==> src/rtl/lsu_ctrl_if.sv <==
// lsu_ctrl_if: word-wide data-memory port between the LSU and data memory.
// master (LSU): drives req/we/addr/wdata/wmask; slave (memory): gnt/rvalid/rdata.
interface lsu_ctrl_if #(
  parameter int ADDR_W = 32,
  parameter int DATA_W = 32
);
  logic                  o_mem_req;
  logic                  o_mem_we;
  logic [ADDR_W-1:0]     o_mem_addr;
  logic [DATA_W-1:0]     o_mem_wdata;
  logic [DATA_W/8-1:0]   o_mem_wmask;
  logic                  i_mem_gnt;
  logic                  i_mem_rvalid;
  logic [DATA_W-1:0]     i_mem_rdata;

  modport master (
    output o_mem_req, o_mem_we, o_mem_addr,
    output o_mem_wdata, o_mem_wmask,
    input  i_mem_gnt, i_mem_rvalid, i_mem_rdata
  );

  modport slave (
    input  o_mem_req, o_mem_we, o_mem_addr,
    input  o_mem_wdata, o_mem_wmask,
    output i_mem_gnt, i_mem_rvalid, i_mem_rdata
  );
endinterface

==> src/rtl/lsu_ctrl.sv <==
// lsu_ctrl: multi-cycle RV32E load/store unit (IDLE->REQ->WAIT->DONE).
// Ports: clk/rst (sync, active-high); core side i_valid/i_ld/i_st/i_funct3/
// i_addr/i_wdata in, o_busy/o_done/o_rdata/o_err out; mem: lsu_ctrl_if.master.
module lsu_ctrl #(
  parameter int ADDR_W = 32,
  parameter int DATA_W = 32
) (
  input  logic              clk,
  input  logic              rst,
  input  logic              i_valid,
  input  logic              i_ld,
  input  logic              i_st,
  input  logic [2:0]        i_funct3,
  input  logic [ADDR_W-1:0] i_addr,
  input  logic [DATA_W-1:0] i_wdata,
  output logic              o_busy,
  output logic              o_done,
  output logic [DATA_W-1:0] o_rdata,
  output logic              o_err,
  lsu_ctrl_if.master        mem
);

  typedef enum logic [1:0] {
    IDLE = 2'd0,
    REQ  = 2'd1,
    WAIT = 2'd2,
    DONE = 2'd3
  } state_t;

  state_t              state_q, state_d;
  logic                ld_q, ld_d;
  logic [2:0]          f3_q, f3_d;
  logic [1:0]          off_q, off_d;
  logic                we_q, we_d;
  logic [ADDR_W-1:0]   addr_q, addr_d;
  logic [DATA_W-1:0]   wdata_q, wdata_d;
  logic [3:0]          wmask_q, wmask_d;
  logic                err_q, err_d;
  logic [DATA_W-1:0]   rdata_q, rdata_d;

  logic                f3_ok;
  logic                misal;
  logic                illegal;
  logic [DATA_W-1:0]   st_data;
  logic [3:0]          st_mask;
  logic [DATA_W-1:0]   sh;
  logic [DATA_W-1:0]   ext;

  // Legality of the incoming request.
  always_comb begin
    f3_ok = i_ld ? (i_funct3 inside {3'b000, 3'b001, 3'b010,
                                     3'b100, 3'b101})
                 : (i_funct3 inside {3'b000, 3'b001, 3'b010});
    misal = ((i_funct3[1:0] == 2'b01) & i_addr[0]) |
            ((i_funct3[1:0] == 2'b10) & (i_addr[1:0] != 2'b00));
    illegal = (i_ld == i_st) | ~f3_ok | misal;
  end

  // Store lane placement: data replicated, mask selects the lanes.
  always_comb begin
    st_data = i_wdata;
    st_mask = 4'b1111;
    unique case (i_funct3[1:0])
      2'b00: begin
        st_data = {4{i_wdata[7:0]}};
        st_mask = 4'b0001 << i_addr[1:0];
      end
      2'b01: begin
        st_data = {2{i_wdata[15:0]}};
        st_mask = 4'b0011 << i_addr[1:0];
      end
      default: begin
        st_data = i_wdata;
        st_mask = 4'b1111;
      end
    endcase
  end

  // Load extraction from the returned word.
  assign sh = mem.i_mem_rdata >> {off_q, 3'b000};

  always_comb begin
    ext = sh;
    unique case (f3_q)
      3'b000:  ext = {{(DATA_W-8){sh[7]}}, sh[7:0]};
      3'b001:  ext = {{(DATA_W-16){sh[15]}}, sh[15:0]};
      3'b100:  ext = {{(DATA_W-8){1'b0}}, sh[7:0]};
      3'b101:  ext = {{(DATA_W-16){1'b0}}, sh[15:0]};
      default: ext = mem.i_mem_rdata;
    endcase
  end

  always_comb begin
    state_d = state_q;
    ld_d    = ld_q;
    f3_d    = f3_q;
    off_d   = off_q;
    we_d    = we_q;
    addr_d  = addr_q;
    wdata_d = wdata_q;
    wmask_d = wmask_q;
    err_d   = err_q;
    rdata_d = rdata_q;
    unique case (state_q)
      IDLE: begin
        err_d = 1'b0;
        if (i_valid) begin
          ld_d    = i_ld;
          f3_d    = i_funct3;
          off_d   = i_addr[1:0];
          we_d    = ~i_ld;
          addr_d  = {i_addr[ADDR_W-1:2], 2'b00};
          wdata_d = i_ld ? i_wdata : st_data;
          wmask_d = i_ld ? 4'b0000 : st_mask;
          err_d   = illegal;
          rdata_d = '0;
          // Illegal requests finish without touching memory.
          state_d = illegal ? DONE : REQ;
        end
      end
      REQ: begin
        if (mem.i_mem_gnt) state_d = WAIT;
      end
      WAIT: begin
        if (mem.i_mem_rvalid) begin
          rdata_d = ld_q ? ext : '0;
          state_d = DONE;
        end
      end
      DONE: begin
        state_d = IDLE;
      end
      default: state_d = IDLE;
    endcase
  end

  always_ff @(posedge clk) begin
    if (rst) begin
      state_q <= IDLE;
      ld_q    <= 1'b0;
      f3_q    <= 3'b000;
      off_q   <= 2'b00;
      we_q    <= 1'b0;
      addr_q  <= '0;
      wdata_q <= '0;
      wmask_q <= 4'b0000;
      err_q   <= 1'b0;
      rdata_q <= '0;
    end else begin
      state_q <= state_d;
      ld_q    <= ld_d;
      f3_q    <= f3_d;
      off_q   <= off_d;
      we_q    <= we_d;
      addr_q  <= addr_d;
      wdata_q <= wdata_d;
      wmask_q <= wmask_d;
      err_q   <= err_d;
      rdata_q <= rdata_d;
    end
  end

  assign o_done          = (state_q == DONE);
  assign o_busy          = (i_valid | (state_q != IDLE)) & ~o_done;
  assign o_rdata         = rdata_q;
  assign o_err           = err_q;
  assign mem.o_mem_req   = (state_q == REQ);
  assign mem.o_mem_we    = we_q;
  assign mem.o_mem_addr  = addr_q;
  assign mem.o_mem_wdata = wdata_q;
  assign mem.o_mem_wmask = wmask_q;

endmodule

==> src/flat_wrapper.sv <==
// flat-port wrapper written by rule: the top's interface ports become plain ports
module lsu_ctrl_flat 
#(
  parameter int ADDR_W = 32,
  parameter int DATA_W = 32
)
  (clk, rst, i_valid, i_ld, i_st, i_funct3, i_addr, i_wdata, o_busy, o_done, o_rdata, o_err, mem_o_mem_req, mem_o_mem_we, mem_o_mem_addr, mem_o_mem_wdata, mem_o_mem_wmask, mem_i_mem_gnt, mem_i_mem_rvalid, mem_i_mem_rdata);
  lsu_ctrl_if #(.ADDR_W(ADDR_W), .DATA_W(DATA_W)) mem_i ();
  input  logic clk;
  input  logic rst;
  input  logic i_valid;
  input  logic i_ld;
  input  logic i_st;
  input  logic [2:0] i_funct3;
  input  logic [ADDR_W-1:0] i_addr;
  input  logic [DATA_W-1:0] i_wdata;
  output logic o_busy;
  output logic o_done;
  output logic [DATA_W-1:0] o_rdata;
  output logic o_err;
  output wire logic [$bits(mem_i.o_mem_req)-1:0] mem_o_mem_req;
  output wire logic [$bits(mem_i.o_mem_we)-1:0] mem_o_mem_we;
  output wire logic [$bits(mem_i.o_mem_addr)-1:0] mem_o_mem_addr;
  output wire logic [$bits(mem_i.o_mem_wdata)-1:0] mem_o_mem_wdata;
  output wire logic [$bits(mem_i.o_mem_wmask)-1:0] mem_o_mem_wmask;
  input wire logic [$bits(mem_i.i_mem_gnt)-1:0] mem_i_mem_gnt;
  input wire logic [$bits(mem_i.i_mem_rvalid)-1:0] mem_i_mem_rvalid;
  input wire logic [$bits(mem_i.i_mem_rdata)-1:0] mem_i_mem_rdata;
  assign mem_o_mem_req = mem_i.o_mem_req;
  assign mem_o_mem_we = mem_i.o_mem_we;
  assign mem_o_mem_addr = mem_i.o_mem_addr;
  assign mem_o_mem_wdata = mem_i.o_mem_wdata;
  assign mem_o_mem_wmask = mem_i.o_mem_wmask;
  assign mem_i.i_mem_gnt = mem_i_mem_gnt;
  assign mem_i.i_mem_rvalid = mem_i_mem_rvalid;
  assign mem_i.i_mem_rdata = mem_i_mem_rdata;
  lsu_ctrl #(.ADDR_W(ADDR_W), .DATA_W(DATA_W)) u_core (.clk(clk), .rst(rst), .i_valid(i_valid), .i_ld(i_ld), .i_st(i_st), .i_funct3(i_funct3), .i_addr(i_addr), .i_wdata(i_wdata), .o_busy(o_busy), .o_done(o_done), .o_rdata(o_rdata), .o_err(o_err), .mem(mem_i));
endmodule
==> config.mk <==
export PLATFORM = sky130hd
export DESIGN_NAME = lsu_ctrl_flat
export DESIGN_NICKNAME = d
export VERILOG_FILES = /design/src/rtl/lsu_ctrl_if.sv /design/src/rtl/lsu_ctrl.sv /design/src/flat_wrapper.sv
export SDC_FILE = /design/constraint.sdc
export NUM_CORES = 1
export LEC_CHECK = 0
export ABC_AREA = 1
export BUFFER_PORTS_ARGS = -buffer_cell sky130_fd_sc_hd__buf_2
export CORE_MARGIN = 3
export CORE_UTILIZATION = 48
export CTS_CLUSTER_DIAMETER = 80
export DETAILED_ROUTE_END_ITERATION = 8
export PLACE_DENSITY = 0.8
export SYNTH_ARGS = -nofsm -noshare
export SYNTH_HDL_FRONTEND = slang
export SYNTH_SLANG_ARGS = --single-unit
==> constraint.sdc <==
create_clock -name clk -period 2 [get_ports clk]
set_input_delay 0.4 -clock clk [delete_from_list [all_inputs] [get_ports clk]]
set_output_delay 0.4 -clock clk [all_outputs]
set_load 0.02 [all_outputs]
---- Yosys cells after proc, flatten, opt, wreduce, memory -nomap -nowiden ----
Cells that the tools add are included.
word-level totals
  flip-flop bits (word level) ............. 108
  logic and storage cells ................. 67
operators by class
  bitwise gates (word level) .............. 10
  equal/unequal tests ..................... 16
  mux-type cells .......................... 16
  shift-type cells ........................ 3
  reductions and logical operators ........ 12
operators by type and width
  operator             count
  $mux 32              4
  $pmux 32 s2          2
  $pmux 32 s4          1
  $shr 32x5->16        1
  $eq 3x3->1 const B   4
  $mux 2               4
  $pmux 2 s4           1
  $pmux 4 s2           1
  $eq 2x2->1 const B   3
  $eq 3x1->1 const B   2
  $logic_not 3->1      2
  $reduce_and 3->1     2
  $reduce_bool 2->1    3
  $reduce_bool 5->1    1
  $eq 2x1->1 const B   2
  $logic_not 2->1      2
  $mux 4               1
  $ne 2x2->1 const B   2
  $or 1x1->1           4
  $shl 1x2->4 const A  1
  $shl 2x2->4 const A  1
  $and 1x1->1          3
  $eq 3x2->1 const B   1
  $not 1->1            3
  5 further kinds      6

---- Longest topological paths before layout ----
Gate-level depths: netlist of the first run.
  word-level depth ........................ 9
  depth in mapped cells ................... 11
  gate-level depth less buffers ........... 9

---- Worst setup path before layout of the first run ----
No wires, ideal clock.
  path kind ............................... reg2reg
  start ................................... register u_core.state_q[0]
  end ..................................... register u_core.rdata_q[29], in the netlist u_core.o_rdata[29]
  cell stages (with the launch flop) ...... 11
  path slack .............................. 0.492 ns
  path buffers ............................ 1
  clock period less this slack ............ 1.508 ns
  arrival time ............................ 1.437 ns
  cells stage by stage .................... dfxtp_1 > inv_1 > ha_1 > nand2_1 > nand2_1 > inv_2 > nand3_1 > clkbuf_1 > a21oi_1 > nand2_2 > a21oi_2
between the ends
  word-level cells in the longest chain between the ends .. 3
  elaborated cells between the ends (all ways) .. 7
  classes of those cells .................. 3 x eq/ne; 1 x mux; 3 x reduce/logical
RTL lines
  element                                                           RTL line         RTL
  from (decl)                                                       lsu_ctrl.sv:30   state_t state_q, state_d;
  from (signal assigned)                                            lsu_ctrl.sv:150  state_q <= state_d;
  $eq 2x2->1 or $logic_not 2->1 (tied branches)                     lsu_ctrl.sv:104  unique case (state_q)
  $ne 2x2->1 (no source line) or $reduce_bool 2->1 (tied branches)  n/a
  $reduce_and 3->1 (no source line)                                 n/a
  to (signal assigned)                                              lsu_ctrl.sv:159  rdata_q <= rdata_d;
  to (decl)                                                         lsu_ctrl.sv:39   logic [DATA_W-1:0] rdata_q, rdata_d;
Parallel ways exist; a longest one is shown, timed or not.
A chain may end at the register's enable or synchronous reset.

---- Final worst setup path of the first run ----
  start ................................... register u_core.state_q[0]
  end ..................................... output o_busy
between the ends
  word-level cells in the longest chain between the ends .. 3
  elaborated cells between the ends (all ways) .. 5
  classes of those cells .................. 1 x eq/ne; 3 x bitwise; 1 x reduce/logical
RTL lines
  element                                          RTL line                          RTL
  $reduce_bool 2->1 or $eq 2x2->1 (tied branches)  lsu_ctrl.sv:164, lsu_ctrl.sv:163
  $or 1x1->1 or $not 1->1 (tied branches)          lsu_ctrl.sv:164                   assign o_busy = (i_valid | (state_q != IDLE)) & ~o_done;
  $and 1x1->1 (*)                                  lsu_ctrl.sv:164
  to (decl)                                        flat_wrapper.sv:17                output logic o_busy;
Mark *: on every way between the ends. The rest lies on a longest branch, timed or not.

==> metrics.csv, run 1 <==
metric,value,unit
fmax,535,MHz
start_util,50.1,%
yosysWarningCount,0,
path_cells,inv_1 > ha_1 > a21oi_1 > buf_2,
synth-seq-area-share,43.3,%
drcViolationCount,0,
layout.cells.non_filler,1034,
arrival,1.47,ns
wirelength,14.8,mm
final_nets,1007,
cp-end-kind,primary output,
skew,0.0172,ns
crit_buf_inv,2,
critPathKind,flip-flop to primary output,
grt_usage,24.6,%
netlist_area,4990,sq um
postLayoutCoreUtil,63.4,%
dieArea,11700,sq um
insertedDiodeCount,0,
fin_crit,1.87,ns
rsz0062_at_grt,false,
critPathSlowestCell,dfxtp_1,
cts_num_sinks,108,
fin_setup_tns,0,ns
gp_congestion,0.888,
grt_pass1_wl,22.9,mm
vdd_drop_max,0.000901,V
place_inst,1018,
seqCellArea,2160,sq um
portBuffers,208,
multi_input_area,2420,sq um
p_per_area,1170,nW/um^2
dr.pass1.iters,6,
ctsHoldBuffers,0,
synth_area_leader_cell,dfxtp_1,
status,"complete, no violations",
drive_above_1_share,30.7,%
dp_slack,0.231,ns
dpl_cell_area,6120,sq um
grt_pass1_vias,4799,
antenna_found_initial,1,
netlist_instances,708,
cts.root.buffer_cell,clkbuf_8,
core_region_area,9950,sq um
cts_buffer_depth,2,
fin_area,6310,sq um
die_x,108,um
ys_types,31,
power_leakage,3.13,nW
syn_avg_cell_area,7.05,sq um
synthDominantCellAreaShare,43.3,%
cp-start-kind,flip-flop,
vias,5310,
wl_per_cell,14.3,um
ys_ff_latch,108,
drt_iter0_drc,269,
maxCapViolCount,0,
detail-route-antenna-nets,0,
cts_buffers,9,
fin_ws,0.130,ns
grt-ovfl-total,0,
io_pins,211,
rows,36,
grt_start_max_net_pins,71,
clk_latency,0.38,ns
clk_pin_slew_worst_paths,0.11,ns
critical-path-top-delay-family,flip-flops,
final_cell_mix,"208 x buf_2, 138 x nand2_1, 108 x dfxtp_1, 103 x nor2_1, 91 x a21oi_1",
hold_violations,0,
synthTopCellsByArea,"dfxtp_1 43%, nand2_1 10%, a21oi_1 9.1%",
h-tree-depth,3,
slew_viol_final,0,
fin_crit_sh,93.5,%
tritoncts,done,
path_max_fanout,5,
cts_resized,0,
cp.required,1.60,ns
fillCellCount,968,
syn2layout_area_growth,26.5,%
holdWs,0.263,ns
min_path_type,input port to flip-flop,
dp_hpwl,10.8,mm
cts_setup_buffers,0,
cp_slowest_stage_delay,0.37,ns
final_common_cell,buf_2,
power.total,7.39,mW
dieHeight,108,um
setup_viol,0,
vias_per_cell,5.14,
[area by class of cell]
class / count / area share [%]
Multi-Input combinational cell: 503 / 38.3
Sequential cell: 108 / 34.2
Timing Repair Buffer: 220 / 18.5
Inverter: 54 / 3.21
Tap cell: 133 / 2.64
Clock buffer: 10 / 2.18
Clock inverter: 6 / 0.951
[flip-flops by register name, indices dropped and copies added, names as in the netlist]
register / flops
u_core.o_rdata: 32
u_core.mem.o_mem_wmask: 4
u_core.off_q: 2
u_core.o_err: 1
u_core.f3_q: 3
u_core.state_q: 2
u_core.mem.o_mem_addr: 30
u_core.mem.o_mem_we: 1
u_core.ld_q: 1
u_core.mem.o_mem_wdata: 32
[worst reg2reg max path, cell delays in order, from the launching register on]
cell and delay (ns):
dfxtp_1 0.34, inv_1 0.13, ha_1 0.30, nand2_2 0.10, buf_4 0.26, nor2_1 0.37, nand2_1 0.10, a21oi_1 0.13
[cell usage after synthesis, drive strengths merged]
master / number
nor2: 107
or2: 1
clkbuf: 22
inv: 53
a21oi: 101
o21ai: 77
clkinv: 1
o31ai: 8
nand2: 153
nand3: 24
o22ai: 6
o211ai: 13
a211oi: 1
ha: 5
conb: 1
dfxtp: 108
buf: 22
nor3: 5
[path summary, 6_finish.rpt]
path	endpoint	cells past startpoint	from	slack (ns)
worst min register to register	u_core.o_rdata[17]	2	u_core.o_rdata[17]	0.47
worst min-delay path	u_core.mem.o_mem_we	2	i_ld	0.26
worst max-delay path	o_busy	4	u_core.state_q[0]	0.13
worst max register to register	u_core.mem.o_mem_wmask[0]	7	u_core.state_q[0]	0.21
[kinds of logic (layout without fill, tap and decap cells)]
group,after synthesis,after routing,share of synthesized area [%]
AOI/OAI and AO/OA,206,206,22.8
adders and majority gates,5,5,1.25
buffers and inverters,98,290,8.37
DFF,108,108,43.3
other,1,2,0.0751
and+or+nand+nor,290,290,24.2
[report_power, final]
| part | switching (mW) | internal [mW] |
|---|---|---|
| logic | 2.14 | 1.04 |
| clock network | 0.820 | 0.526 |
| registers | 0.265 | 2.60 |
| total | 3.22 | 4.16 |
[metal layers]
metal	up-vias	part of all wire (%)	wire, um	global-route usage [%]
met4	2	1.8	266	7.30
met3	22	9.6	1420	6.63
met1	2359	41	6120	31.0
li1	2682	-	-	-
met2	245	47	6940	41.3
met5	-	0.088	13	0
Note: power is estimated with default switching activity, not from simulation.
==> inputs of run 2 (changes only) <==
Settings changed: ABC_AREA 1 to 0, PLACE_DENSITY 0.8 to 0.81, TNS_END_PERCENT from default to 50.
==> run 2 against run 1 <==
Against the previous run: clock skew decreased by 0.010 ns; largest power group is now sequential cells; sequential power decreased by 8.0%; first-iteration DRC count decreased by 10%; design area down 1.2%; sequential share of layout area grew 0.49 points; die area shrank 3.0%; flip-flop and latch count unchanged; core utilization rose by 2.2 points; global-route usage grew 0.43 points; power down 13%; clock-buffer cell count down 1.
==> metrics.csv, run 2 <==
metric,value,unit
hold_violations,0,
clk_latency,0.36,ns
drive_above_1_share,32.3,%
cts_buffers,9,
cts_num_sinks,108,
h-tree-depth,3,
skew,0.00699,ns
netlist_instances,599,
cts.root.buffer_cell,clkbuf_8,
grt_start_max_net_pins,77,
ys_types,39,
final_common_cell,buf_2,
r2r_setup_slack,0.10,ns
cp-start-kind,flip-flop,
status,"complete, no violations",
ys.flop_type,dfxtp_1,
synthTopCellsByArea,"dfxtp_1 45%, nand2_1 11%, a21oi_1 8.8%",
start_util,50.8,%
path_max_fanout,32,
rr_worst_depth,7,
grt_pass1_wl,23.1,mm
fin_crit,1.90,ns
core_region_area,9500,sq um
synth.top_cells.by_count,"136 x nand2_1, 108 x dfxtp_1, 85 x a21oi_1",
cts_setup_buffers,0,
drt_iter0_drc,242,
power_leakage,2.75,nW
synthArstFlopShare,0,%
gp_congestion,0.872,
final_cell_mix,"206 x buf_2, 135 x nand2_1, 106 x dfxtp_1, 85 x a21oi_1, 24 x o211ai_1",
ys_ff_latch,108,
grt_pass1_vias,4764,
syn_avg_cell_area,8.06,sq um
fin_crit_sh,94.8,%
cp-end-kind,flip-flop,
fmax,527,MHz
hold_start,i_addr[14],
critPathKind,flip-flop to flip-flop,
holdPathStages,3,
yosysWarningCount,0,
setup_viol,0,
dieArea,11300,sq um
synthDominantCellAreaShare,44.8,%
final_nets,893,
io_pins,211,
fillCellCount,835,
yosysMostFrequentCell,nand2_1,
rsz0062_at_grt,false,
synth-seq-area-share,44.8,%
p_per_area,1030,nW/um^2
dpl_cell_area,6020,sq um
arrival,2.14,ns
dp_slack,-0.0132,ns
die_x,106,um
netlist_area,4830,sq um
syn2layout_area_growth,29.2,%
ctsHoldBuffers,0,
rows,35,
synth-edff-count,0,
cts_buffer_depth,2,
wirelength,14.5,mm
vias,5030,
drcViolationCount,0,
cts_resized,4,
dieHeight,106,um
holdPathEnd,u_core.mem.o_mem_addr[14],
antenna_found_initial,0,
fin_area,6240,sq um
tritoncts,done,
slew_viol_final,0,
min_path_type,input port to flip-flop,
clk_pin_slew_worst_paths,0.11,ns
insertedDiodeCount,0,
grt_usage,25.0,%
cp.required,2.24,ns
grt-ovfl-total,0,
detail-route-antenna-nets,0,
portBuffers,208,
vdd_drop_max,0.000570,V
r2r_start,u_core.state_q[0],
synth_area_leader_cell,dfxtp_1,
wl_per_cell,15.9,um
maxCapViolCount,0,
worst_r2r_endpoint,u_core.o_rdata[12],
vias_per_cell,5.49,
dr.pass1.iters,5,
fin_ws,0.103,ns
dp_hpwl,10.7,mm
run 2: area by class of cell:
cell class	count	area [sq um]	area share (%)
flip-flops and latches	108	2170	34.7
repair buffers	227	1250	20.1
multi-input cells	427	2430	38.9
inverters	9	33.8	0.541
clock buffers	9	124	1.99
clock inverters	7	73.8	1.18
well taps	129	161	2.59
run 2: where the power goes:
group / total (mW) / switching, mW / internal [mW] / leakage (nW)
registers: 2.64 / 0.184 / 2.45 / 0.882
logic: 2.47 / 1.56 / 0.906 / 1.76
clock network: 1.34 / 0.755 / 0.587 / 0.100
run 2: cell families (layout without fill, tap and decap cells):
group / Yosys count / in the layout / share of synthesized area (%)
other: 1 / 2 / 0.0776
multiplexers: 24 / 24 / 5.23
buffers and inverters: 65 / 252 / 5.41
adder cells (fa/ha/maj): 5 / 5 / 1.30
AO/OA/AOI/OAI: 195 / 195 / 25.0
flip-flops: 108 / 108 / 44.8
AND/OR/NAND/NOR: 201 / 201 / 18.2
run 2: critical path, stage by stage (launching register included):
cell,delay (ns)
dfxtp_4,0.38
inv_1,0.07
ha_1,0.24
nor2b_4,0.15
or3_1,0.41
buf_12,0.19
a22oi_1,0.22
o22ai_1,0.11
run 2: layer usage:
| layer | vias to the layer above | global-route usage (%) | wire length (um) | part of all wire, % |
|---|---|---|---|---|
| li1 | 2451 | - | - | - |
| met4 | 0 | 9.44 | 325 | 2.2 |
| met5 | - | 0 | 0 | 0 |
| met1 | 2328 | 30.6 | 5900 | 41 |
| met2 | 226 | 41.8 | 6980 | 48 |
| met3 | 25 | 7.04 | 1330 | 9.2 |
run 2: worst max-delay path by stage:
stage / from / endpoint
global placement: u_core.state_q[0] / u_core.o_rdata[9]
detailed placement: u_core.state_q[0] / u_core.o_rdata[12]
CTS: u_core.state_q[0] / o_busy
floorplan: u_core.state_q[0] / u_core.o_rdata[10]
finish: u_core.state_q[0] / u_core.o_rdata[12]
global route: u_core.state_q[0] / u_core.o_rdata[10]
run 2: through the flow:
| step | setup TNS [ns] | util (%) | hold WS [ns] | std cells | power (mW) |
|---|---|---|---|---|---|
| finish | 0 | 65.7 | 0.261 | 916 | 6.45 |
| global route | 0 | 65.7 | 0.232 | 916 | 6.84 |
| CTS | 0 | 65.5 | 0.241 | 916 | 6.46 |
| detailed placement | -0.0158 | 63.4 | 0.444 | 900 | 5.12 |
| global placement | 0 | 63.4 | 0.436 | 900 | 5.03 |
| floorplan | 0 | - | 0.454 | 600 | 4.24 |
